**src/rtl/exu_wb_arbiter.sv**
```systemverilog
// Writeback arbiter: per-unit result queues drained round-robin
// onto one registered register-file write port.
module exu_wb_arbiter #(
  parameter int XLEN  = 32,
  parameter int NREQ  = 4,
  parameter int DEPTH = 2
) (
  input  logic                      clk,
  input  logic                      rst,
  input  logic [NREQ-1:0]           req_valid,
  output logic [NREQ-1:0]           req_ready,
  input  logic [NREQ*5-1:0]         req_rd_addr,
  input  logic [NREQ*XLEN-1:0]      req_data,
  input  logic [NREQ*XLEN-1:0]      req_tag,
  input  logic                      wb_stall,
  output logic                      wb_rd_wr_en,
  output logic [4:0]                wb_rd_addr,
  output logic [XLEN-1:0]           wb_data,
  output logic [XLEN-1:0]           wb_tag,
  output logic [$clog2(NREQ)-1:0]   wb_src,
  output logic [31:0]               wb_pending
);

  localparam int PW = $clog2(DEPTH);
  localparam int CW = PW + 1;
  localparam int SW = $clog2(NREQ);

  logic [CW-1:0]   cnt_q  [NREQ];
  logic [CW-1:0]   cnt_d  [NREQ];
  logic [PW-1:0]   rptr_q [NREQ];
  logic [PW-1:0]   rptr_d [NREQ];
  logic [PW-1:0]   wptr_q [NREQ];
  logic [PW-1:0]   wptr_d [NREQ];
  logic [4:0]      rd_q   [NREQ][DEPTH];
  logic [4:0]      rd_d   [NREQ][DEPTH];
  logic [XLEN-1:0] dat_q  [NREQ][DEPTH];
  logic [XLEN-1:0] dat_d  [NREQ][DEPTH];
  logic [XLEN-1:0] tg_q   [NREQ][DEPTH];
  logic [XLEN-1:0] tg_d   [NREQ][DEPTH];

  logic [SW-1:0]   rr_q, rr_d;
  logic            wr_en_q, wr_en_d;
  logic [4:0]      addr_q, addr_d;
  logic [XLEN-1:0] wdat_q, wdat_d;
  logic [XLEN-1:0] wtag_q, wtag_d;
  logic [SW-1:0]   src_q, src_d;
  logic [31:0]     pend_q, pend_d;

  logic            gnt_vld;
  logic [SW-1:0]   gnt_idx;
  logic [NREQ-1:0] push;
  logic [NREQ-1:0] pop;
  logic [PW-1:0]   off;

  function automatic int wrap(input int a);
    return a % NREQ;
  endfunction

  always_comb begin
    for (int i = 0; i < NREQ; i++) begin
      req_ready[i] = (cnt_q[i] < CW'(DEPTH));
    end
  end

  always_comb begin
    gnt_vld = 1'b0;
    gnt_idx = '0;
    push    = '0;
    pop     = '0;
    off     = '0;
    cnt_d   = cnt_q;
    rptr_d  = rptr_q;
    wptr_d  = wptr_q;
    rd_d    = rd_q;
    dat_d   = dat_q;
    tg_d    = tg_q;
    rr_d    = rr_q;
    wr_en_d = 1'b0;
    addr_d  = addr_q;
    wdat_d  = wdat_q;
    wtag_d  = wtag_q;
    src_d   = src_q;
    pend_d  = '0;

    if (!wb_stall) begin
      for (int k = 0; k < NREQ; k++) begin
        if (!gnt_vld && cnt_q[wrap(int'(rr_q) + k)] != '0) begin
          gnt_vld = 1'b1;
          gnt_idx = SW'(wrap(int'(rr_q) + k));
        end
      end
    end

    if (gnt_vld) begin
      wr_en_d = 1'b1;
      addr_d  = rd_q[gnt_idx][rptr_q[gnt_idx]];
      wdat_d  = dat_q[gnt_idx][rptr_q[gnt_idx]];
      wtag_d  = tg_q[gnt_idx][rptr_q[gnt_idx]];
      src_d   = gnt_idx;
      rr_d    = SW'(wrap(int'(gnt_idx) + 1));
    end

    for (int i = 0; i < NREQ; i++) begin
      // x0 writes are acknowledged but never stored
      push[i] = req_valid[i] & req_ready[i]
              & (req_rd_addr[5*i +: 5] != 5'd0);
      pop[i]  = gnt_vld && (gnt_idx == SW'(i));
      if (push[i]) begin
        rd_d[i][wptr_q[i]]  = req_rd_addr[5*i +: 5];
        dat_d[i][wptr_q[i]] = req_data[XLEN*i +: XLEN];
        tg_d[i][wptr_q[i]]  = req_tag[XLEN*i +: XLEN];
        wptr_d[i]           = wptr_q[i] + 1'b1;
      end
      if (pop[i]) begin
        rptr_d[i] = rptr_q[i] + 1'b1;
      end
      cnt_d[i] = cnt_q[i] + CW'(push[i]) - CW'(pop[i]);
    end

    for (int i = 0; i < NREQ; i++) begin
      for (int j = 0; j < DEPTH; j++) begin
        off = PW'(j) - rptr_d[i];
        if ({1'b0, off} < cnt_d[i]) begin
          pend_d = pend_d | (32'd1 << rd_d[i][j]);
        end
      end
    end
    if (wr_en_d) begin
      pend_d = pend_d | (32'd1 << addr_d);
    end
    pend_d[0] = 1'b0;
  end

  always_ff @(posedge clk or posedge rst) begin
    if (rst) begin
      for (int i = 0; i < NREQ; i++) begin
        cnt_q[i]  <= '0;
        rptr_q[i] <= '0;
        wptr_q[i] <= '0;
        for (int j = 0; j < DEPTH; j++) begin
          rd_q[i][j]  <= '0;
          dat_q[i][j] <= '0;
          tg_q[i][j]  <= '0;
        end
      end
      rr_q    <= '0;
      wr_en_q <= 1'b0;
      addr_q  <= '0;
      wdat_q  <= '0;
      wtag_q  <= '0;
      src_q   <= '0;
      pend_q  <= '0;
    end else begin
      cnt_q   <= cnt_d;
      rptr_q  <= rptr_d;
      wptr_q  <= wptr_d;
      rd_q    <= rd_d;
      dat_q   <= dat_d;
      tg_q    <= tg_d;
      rr_q    <= rr_d;
      wr_en_q <= wr_en_d;
      addr_q  <= addr_d;
      wdat_q  <= wdat_d;
      wtag_q  <= wtag_d;
      src_q   <= src_d;
      pend_q  <= pend_d;
    end
  end

  assign wb_rd_wr_en = wr_en_q;
  assign wb_rd_addr  = addr_q;
  assign wb_data     = wdat_q;
  assign wb_tag      = wtag_q;
  assign wb_src      = src_q;
  assign wb_pending  = pend_q;

endmodule

```
**config.mk**
```make
export PLATFORM = sky130hd
export DESIGN_NAME = exu_wb_arbiter
export DESIGN_NICKNAME = d
export VERILOG_FILES = /design/src/rtl/exu_wb_arbiter.sv
export SDC_FILE = /design/constraint.sdc
export NUM_CORES = 1
export LEC_CHECK = 0
export ABC_AREA = 1
export BUFFER_PORTS_ARGS = -buffer_cell sky130_fd_sc_hd__buf_2
export CAP_MARGIN = 10
export CORE_MARGIN = 4
export CORE_UTILIZATION = 59
export DETAILED_ROUTE_END_ITERATION = 12
export PLACE_DENSITY = 0.86
export SYNTH_ARGS = -nofsm -noshare
export SYNTH_HDL_FRONTEND = slang
export SYNTH_SLANG_ARGS = --single-unit
```
**constraint.sdc**
```tcl
create_clock -name clk -period 28.5 [get_ports clk]
set_input_delay 2.85 -clock clk [delete_from_list [all_inputs] [get_ports clk]]
set_output_delay 2.85 -clock clk [all_outputs]
set_load 0.01 [all_outputs]
```
Word level (Yosys, flattened, before mapping):

Index checks and enable logic that the tools add are counted.
W data, S select, Z words.

* $add $sub $neg: 28
* multiply operators: 0
* divide/modulo/power cells: 0
* magnitude comparators: 26
* eq/ne operators: 3
* shifts and indexed selects: 9
* multiplexer cells: 93
* bitwise operators: 29
* reductions and logical operators: 26

Operators with widths (number)
* $mux W32: 19
* $bwmux W64: 8
* $shl A1 B5 Y32 const A: 9
* $bmux W64 S2: 2
* $mux W64: 4
* $or A32 B32 Y32: 8
* $demux W32 S1: 4
* $ge A32 B3 Y1 const B: 4
* $not A32 Y32: 3
* $mux W10: 6
* $bwmux W10: 4
* $mux W5: 8
* $not A2 Y32: 1
* $mux W2: 13
* $bmux W10 S2: 1
* $demux W5 S1: 4
* $reduce_bool A5 Y1: 4
* $bmux W2 S2: 4
* $lt A1 B2 Y1: 8
* $mux W1: 15
* $logic_and A1 B1 Y1: 11
* $ge A2 B2 Y1 const B: 5
* $not A1 Y2: 5
* $add A1 B1 Y1 const B: 8
* other kinds (18): 56

* bits in registers: 673
* bits in latches: 0
* memory bits (writable): 0
* memory bits (read-only): 0
* input port bits: 283
* output and inout port bits: 108
* word-level logic and storage cells: 257
* memories kept: 0

Depth between registers and ports, before layout:

* depth in word-level cells: 41
* mapped depth: 32
* depth with buffers taken out: 28

Worst setup path before layout:

No wires, ideal clock.

* path type: in2reg
* start: input wb_stall
* end: register pend_q[4] (netlist: wb_pending[4])
* setup time: 0.130 ns
* arrival time: 5.708 ns
* required time: 28.370 ns
* path slack: 22.661 ns
* stages on the path: 21
* buffers on the path: 4
* cell sequence: inv_1 -> nand2_1 -> a21oi_4 -> buf_2 -> buf_2 -> buf_2 -> ha_1 -> inv_1 -> nor2_1 -> ha_1 -> inv_1 -> ha_1 -> xor2_1 -> xor2_1 -> nand2_1 -> buf_2 -> nand3_1 -> nand2_1 -> nor2_1 -> nand2_1 -> o21bai_1

* cells in the longest elaborated chain, start to end: 23
* elaborated cells on any way between the ends: 65
* those cells by class: add/sub (12); order compare (8); eq/ne (3); shift (1); mux (26); bitwise (10); reduce/logical (5)

RTL lines
* start, declared: line 15 `input logic wb_stall,`
* $mux W2 *: line 85 `if (!wb_stall) begin`
* named net gnt_idx[1]: line 50 `logic [SW-1:0] gnt_idx;`
* $logic_not A2 Y1: line 107 `pop[i] = gnt_vld && (gnt_idx == SW'(i));`
* $logic_and A1 B1 Y1: line 107
* $mux W1: line 114 `if (pop[i]) begin`
* $sub A1 B1 Y1: line 122 `off = PW'(j) - rptr_d[i];`
* $lt A1 B2 Y1: line 123 `if ({1'b0, off} < cnt_d[i]) begin`
* $mux W32: line 123
* [... 9 more ...]
* $mux W32: line 123
* $or A32 B32 Y32: line 124 `pend_d = pend_d | (32'd1 << rd_d[i][j]);`
* $mux W32: line 123
* $or A32 B32 Y32: line 124
* $mux W32: line 123
* $or A32 B32 Y32: line 129 `pend_d = pend_d | (32'd1 << addr_d);`
* $mux W32 *: line 128 `if (wr_en_d) begin`
* named net pend_d[4]: line 47 `logic [31:0] pend_q, pend_d;`
* end signal, assigned: line 166 `pend_q <= pend_d;`
* end, declared: line 47

Mark *: on every way through the listed nets, which the timed path passes. The rest lies on a longest branch. The select of a mux whose other input is x is not followed.
A chain may end at the register's enable or synchronous reset.

==> results by group <==
Run status
  • Status: complete, no violations

Timing
  • RSZ-0062 raised after global routing: false
  • Final setup violation count: 0
  • Slew Limit Fails: 0
  • Final min period: 7.50 ns
  • Clk_skew: 0.0257 ns
  • Worst-Margin Slew: 1.20 ns
  • Setup TNS: 0 ns
  • Hold Fails Final Rpt: 0
  • Setup slack after layout: 21.00 ns
  • Fmax: 0.133 GHz
  • Slew HR: 19.8%
  • Part of the cycle the worst path needs: 26.3%
  • Hold_ws: 0.481 ns

Logic synthesis
  • EDFF count, synth: 0
  • Main flop type after synthesis: dfrtp_1
  • Mux share of post-synthesis cell area: 1.30%
  • Synth Cell Area: 33,800 sq um
  • Largest family of logic cells by synthesized area: simple AND/OR/NAND/NOR gates
  • Synth Area in XOR/XNOR: 0.233%
  • Top cell type by total area after synthesis: dfrtp_1
  • Post-Synth Simple-Gate Area: 24.4%
  • Synth top area cells: dfrtp_1 50%, nand2_1 16%, o21ai_0 8.6%
  • Synth warn: 0
  • Flops & latches, synth: 673
  • Post-synthesis sequential area ratio: 49.9%
  • Syn_nets: 4,665
  • Post-synthesis compound-gate area fraction: 15.7%
  • Synth cell types: 44
  • Async SR Flop Fraction: 100%
  • Syn avg cell area: 7.73 sq um
  • Post-Syn Instances: 4,370
  • Top-area cell type share of the netlist area: 49.9%
  • Post-synthesis adder-cell area fraction: 0.445%

Cells and area
  • Core Util, Final: 67.6%
  • Fin area: 38,200 sq um
  • Nets@finish: 4,886
  • Layout fillers: 4,647
  • Multi-input gate area: 14,300 sq um
  • Most frequent cells in the layout: 1,420 x nand2_1, 673 x dfrtp_1, 575 x o21ai_0, 390 x buf_2, 380 x inv_1
  • Layout cells sized above 1: 13.7%
  • Area Overhead vs Synth: 13.1%
  • Commonest non-fill, non-tap cell in the layout: nand2_1
  • Register area: 16,800 sq um

Global routing
  • Antenna violations before repair: 26
  • Vias in the first global route: 31,500
  • First-pass GRT wire length: 184 mm
  • Total GRT Usage: 39.2%
  • Total congestion overflow: 0
  • Largest net degree at the start of global routing: 252

Hold path
  • Min-Delay Path Class: reg2reg
  • Hold depth: 2
  • Hold path endpoint: wb_src[0]
  • Hold Startpoint: wb_src[0]

Floorplan
  • Core area: 56,500 sq um
  • Site Rows: 87
  • Die height: 247 um
  • I/O pin total: 391
  • Starting Density: 59.8%
  • Die X: 247 um
  • Total Die Area: 61,100 sq um

Critical path
  • Worst r2r src: rr_q[0]
  • Crit-path max cell delay: 0.68 ns
  • FF-to-FF path depth: 25
  • Largest delay share family, worst path: simple AND/OR/NAND/NOR gates
  • Crit-path max FO: 251
  • R2r setup slk: 22.14 ns
  • Crit path buf inv count: 8
  • CP endpoint kind: flop
  • WP data arrival: 7.99 ns
  • Most frequent CP cell: inv_1
  • Critical path required time: 28.99 ns
  • FF-to-FF End: wb_pending[19]
  • Crit Path Class: in2reg
  • Startpoint types: input pin
  • Slowest-stage cell, CP: nand3_4
  • CP cell instances: buf_2 > inv_1 > nand2_4 > inv_4 > nand3_4 > buf_12 > ha_1 > inv_1 > nor2_1 > ha_1 > inv_1 > ha_1 > xnor2_1 > inv_1 > nand2_1 > inv_1 > nor2_1 > nand2_1 > nand3_1 > nor3_1 > nand3_1

CTS
  • CTS tree: done
  • H-tree level count: 3
  • CTS resizes: 0
  • Root buffer cell: clkbuf_16
  • Clock buffer count from CTS: 71
  • Clock latency on the worst-skew pair: 0.62 ns
  • Clk sinks: 673
  • Total setup buffers inserted after CTS: 0
  • # hold bufs at CTS: 0
  • Clk slew on worst S/H paths: 0.06 ns
  • Clk buf depth: 3

Routing
  • Total wire length: 121 mm
  • DRT iter0 DRCs: 4,299
  • ANT nets after route: 0
  • Vias/cell: 6.07
  • First-pass DRT Iterations: 10
  • DR DRC count: 0
  • Wire per inst: 22.4 um
  • Vias: 32,800

Place
  • Placed standard-cell area: 35,900 sq um
  • Count of buffers inserted at the top-level ports: 389
  • Hpwl dp: 79.0 mm
  • Final Wtd Congestion: 1.12
  • Pre-CTS WS: 20.60 ns

Power
  • Leakage: 19.5 nW
  • PwrDens: 138 nW/um^2
  • Peak supply drop: 0.000112 V

Run
  • Max Cap Viol: 0
==> sequential cells by signal (all words and copies together) (netlist names), 5 cells and up <==
signal / flops
dat_q: 256
tg_q: 256
rd_q: 40
wb_data: 32
wb_tag: 32
wb_pending: 31
cnt_q: 8
wb_rd_addr: 5
==> through the flow <==
| stage | total power, mW | std cells |
|---|---|---|
| final | 5.26 | 5413 |
| after CTS | 5.18 | 5398 |
| after floorplan | 3.41 | 4370 |
| after detailed placement | 4.22 | 5273 |
| after global placement | 4.17 | 5273 |
| after global routing | 5.57 | 5405 |
==> layout make-up <==
cell class	instances	area share [%]
clock inverters	22	0.639
repair buffers	431	5.98
multi-input cells	3019	37.4
diodes	14	0.0917
clock buffers	103	5.39
flip-flops and latches	673	44.1
inverters	395	3.92
well taps	756	2.48
==> report_power, final <==
| group | switching (mW) | leakage (nW) | internal, mW |
|---|---|---|---|
| Sequential | 0.253 | 8.35 | 1.40 |
| Clock | 0.396 | 1.14 | 0.533 |
| Combinational | 1.92 | 10.0 | 0.750 |
| Total | 2.57 | 19.5 | 2.68 |
==> tightest hold or removal path: stages, from the launching register on <==
cell     delay (ns)
dfrtp_1        0.34
nand2_1        0.05
nand2_1        0.05
==> synth_stat cells, types with 4 or more instances <==
| cell type | instances |
|---|---|
| ha_1 | 12 |
| clkbuf_1 | 172 |
| or2_2 | 6 |
| nand4_1 | 94 |
| nor2_4 | 6 |
| o21ai_0 | 577 |
| buf_2 | 78 |
| buf_4 | 8 |
| nor3_1 | 53 |
| nor4_1 | 21 |
| a211oi_1 | 64 |
| a21oi_1 | 163 |
| dfrtp_1 | 673 |
| clkinv_1 | 4 |
| a21o_1 | 32 |
| nor2_1 | 138 |
| mux2_2 | 32 |
| buf_1 | 19 |
| o21ai_1 | 86 |
| nand2_2 | 12 |
| nand2_1 | 1422 |
| xor2_1 | 7 |
| o31ai_1 | 35 |
| nor2_2 | 4 |
| buf_6 | 6 |
| inv_2 | 8 |
| nand3_1 | 211 |
| o21bai_1 | 6 |
| mux2i_1 | 8 |
| inv_1 | 382 |
| nand3_2 | 6 |
==> kinds of logic after synthesis <==
family	after synthesis
and+or+nand+nor	1980
AOI/OAI and AO/OA	977
buffers and inverters	678
DFF	673
muxes	40
adders and majority gates	12
xor gates and xnor gates	9
other	1
==> worst max-delay path by stage <==
stage                  start        endpoint  slack, ns  cells past startpoint
floorplan                rst        cnt_q[0]       6.79                      1
global placement    wb_stall   wb_pending[3]      20.64                     22
detailed placement  wb_stall   wb_pending[3]      20.60                     22
CTS                 wb_stall  wb_pending[19]      21.22                     21
global route        wb_stall  wb_pending[19]      20.80                     20
finish              wb_stall  wb_pending[19]      21.00                     21
==> per-layer routing <==
layer / up-vias / track usage (%) / routed length [um] / part of all wire (%)
met5: - / 0 / 180 / 0.15
met4: 28 / 21.4 / 7460 / 6.2
met3: 463 / 9.59 / 13500 / 11
met2: 2037 / 60.2 / 54400 / 45
met1: 15600 / 51.4 / 45400 / 38
li1: 14700 / - / - / -
(Power assumes the default switching activity.)
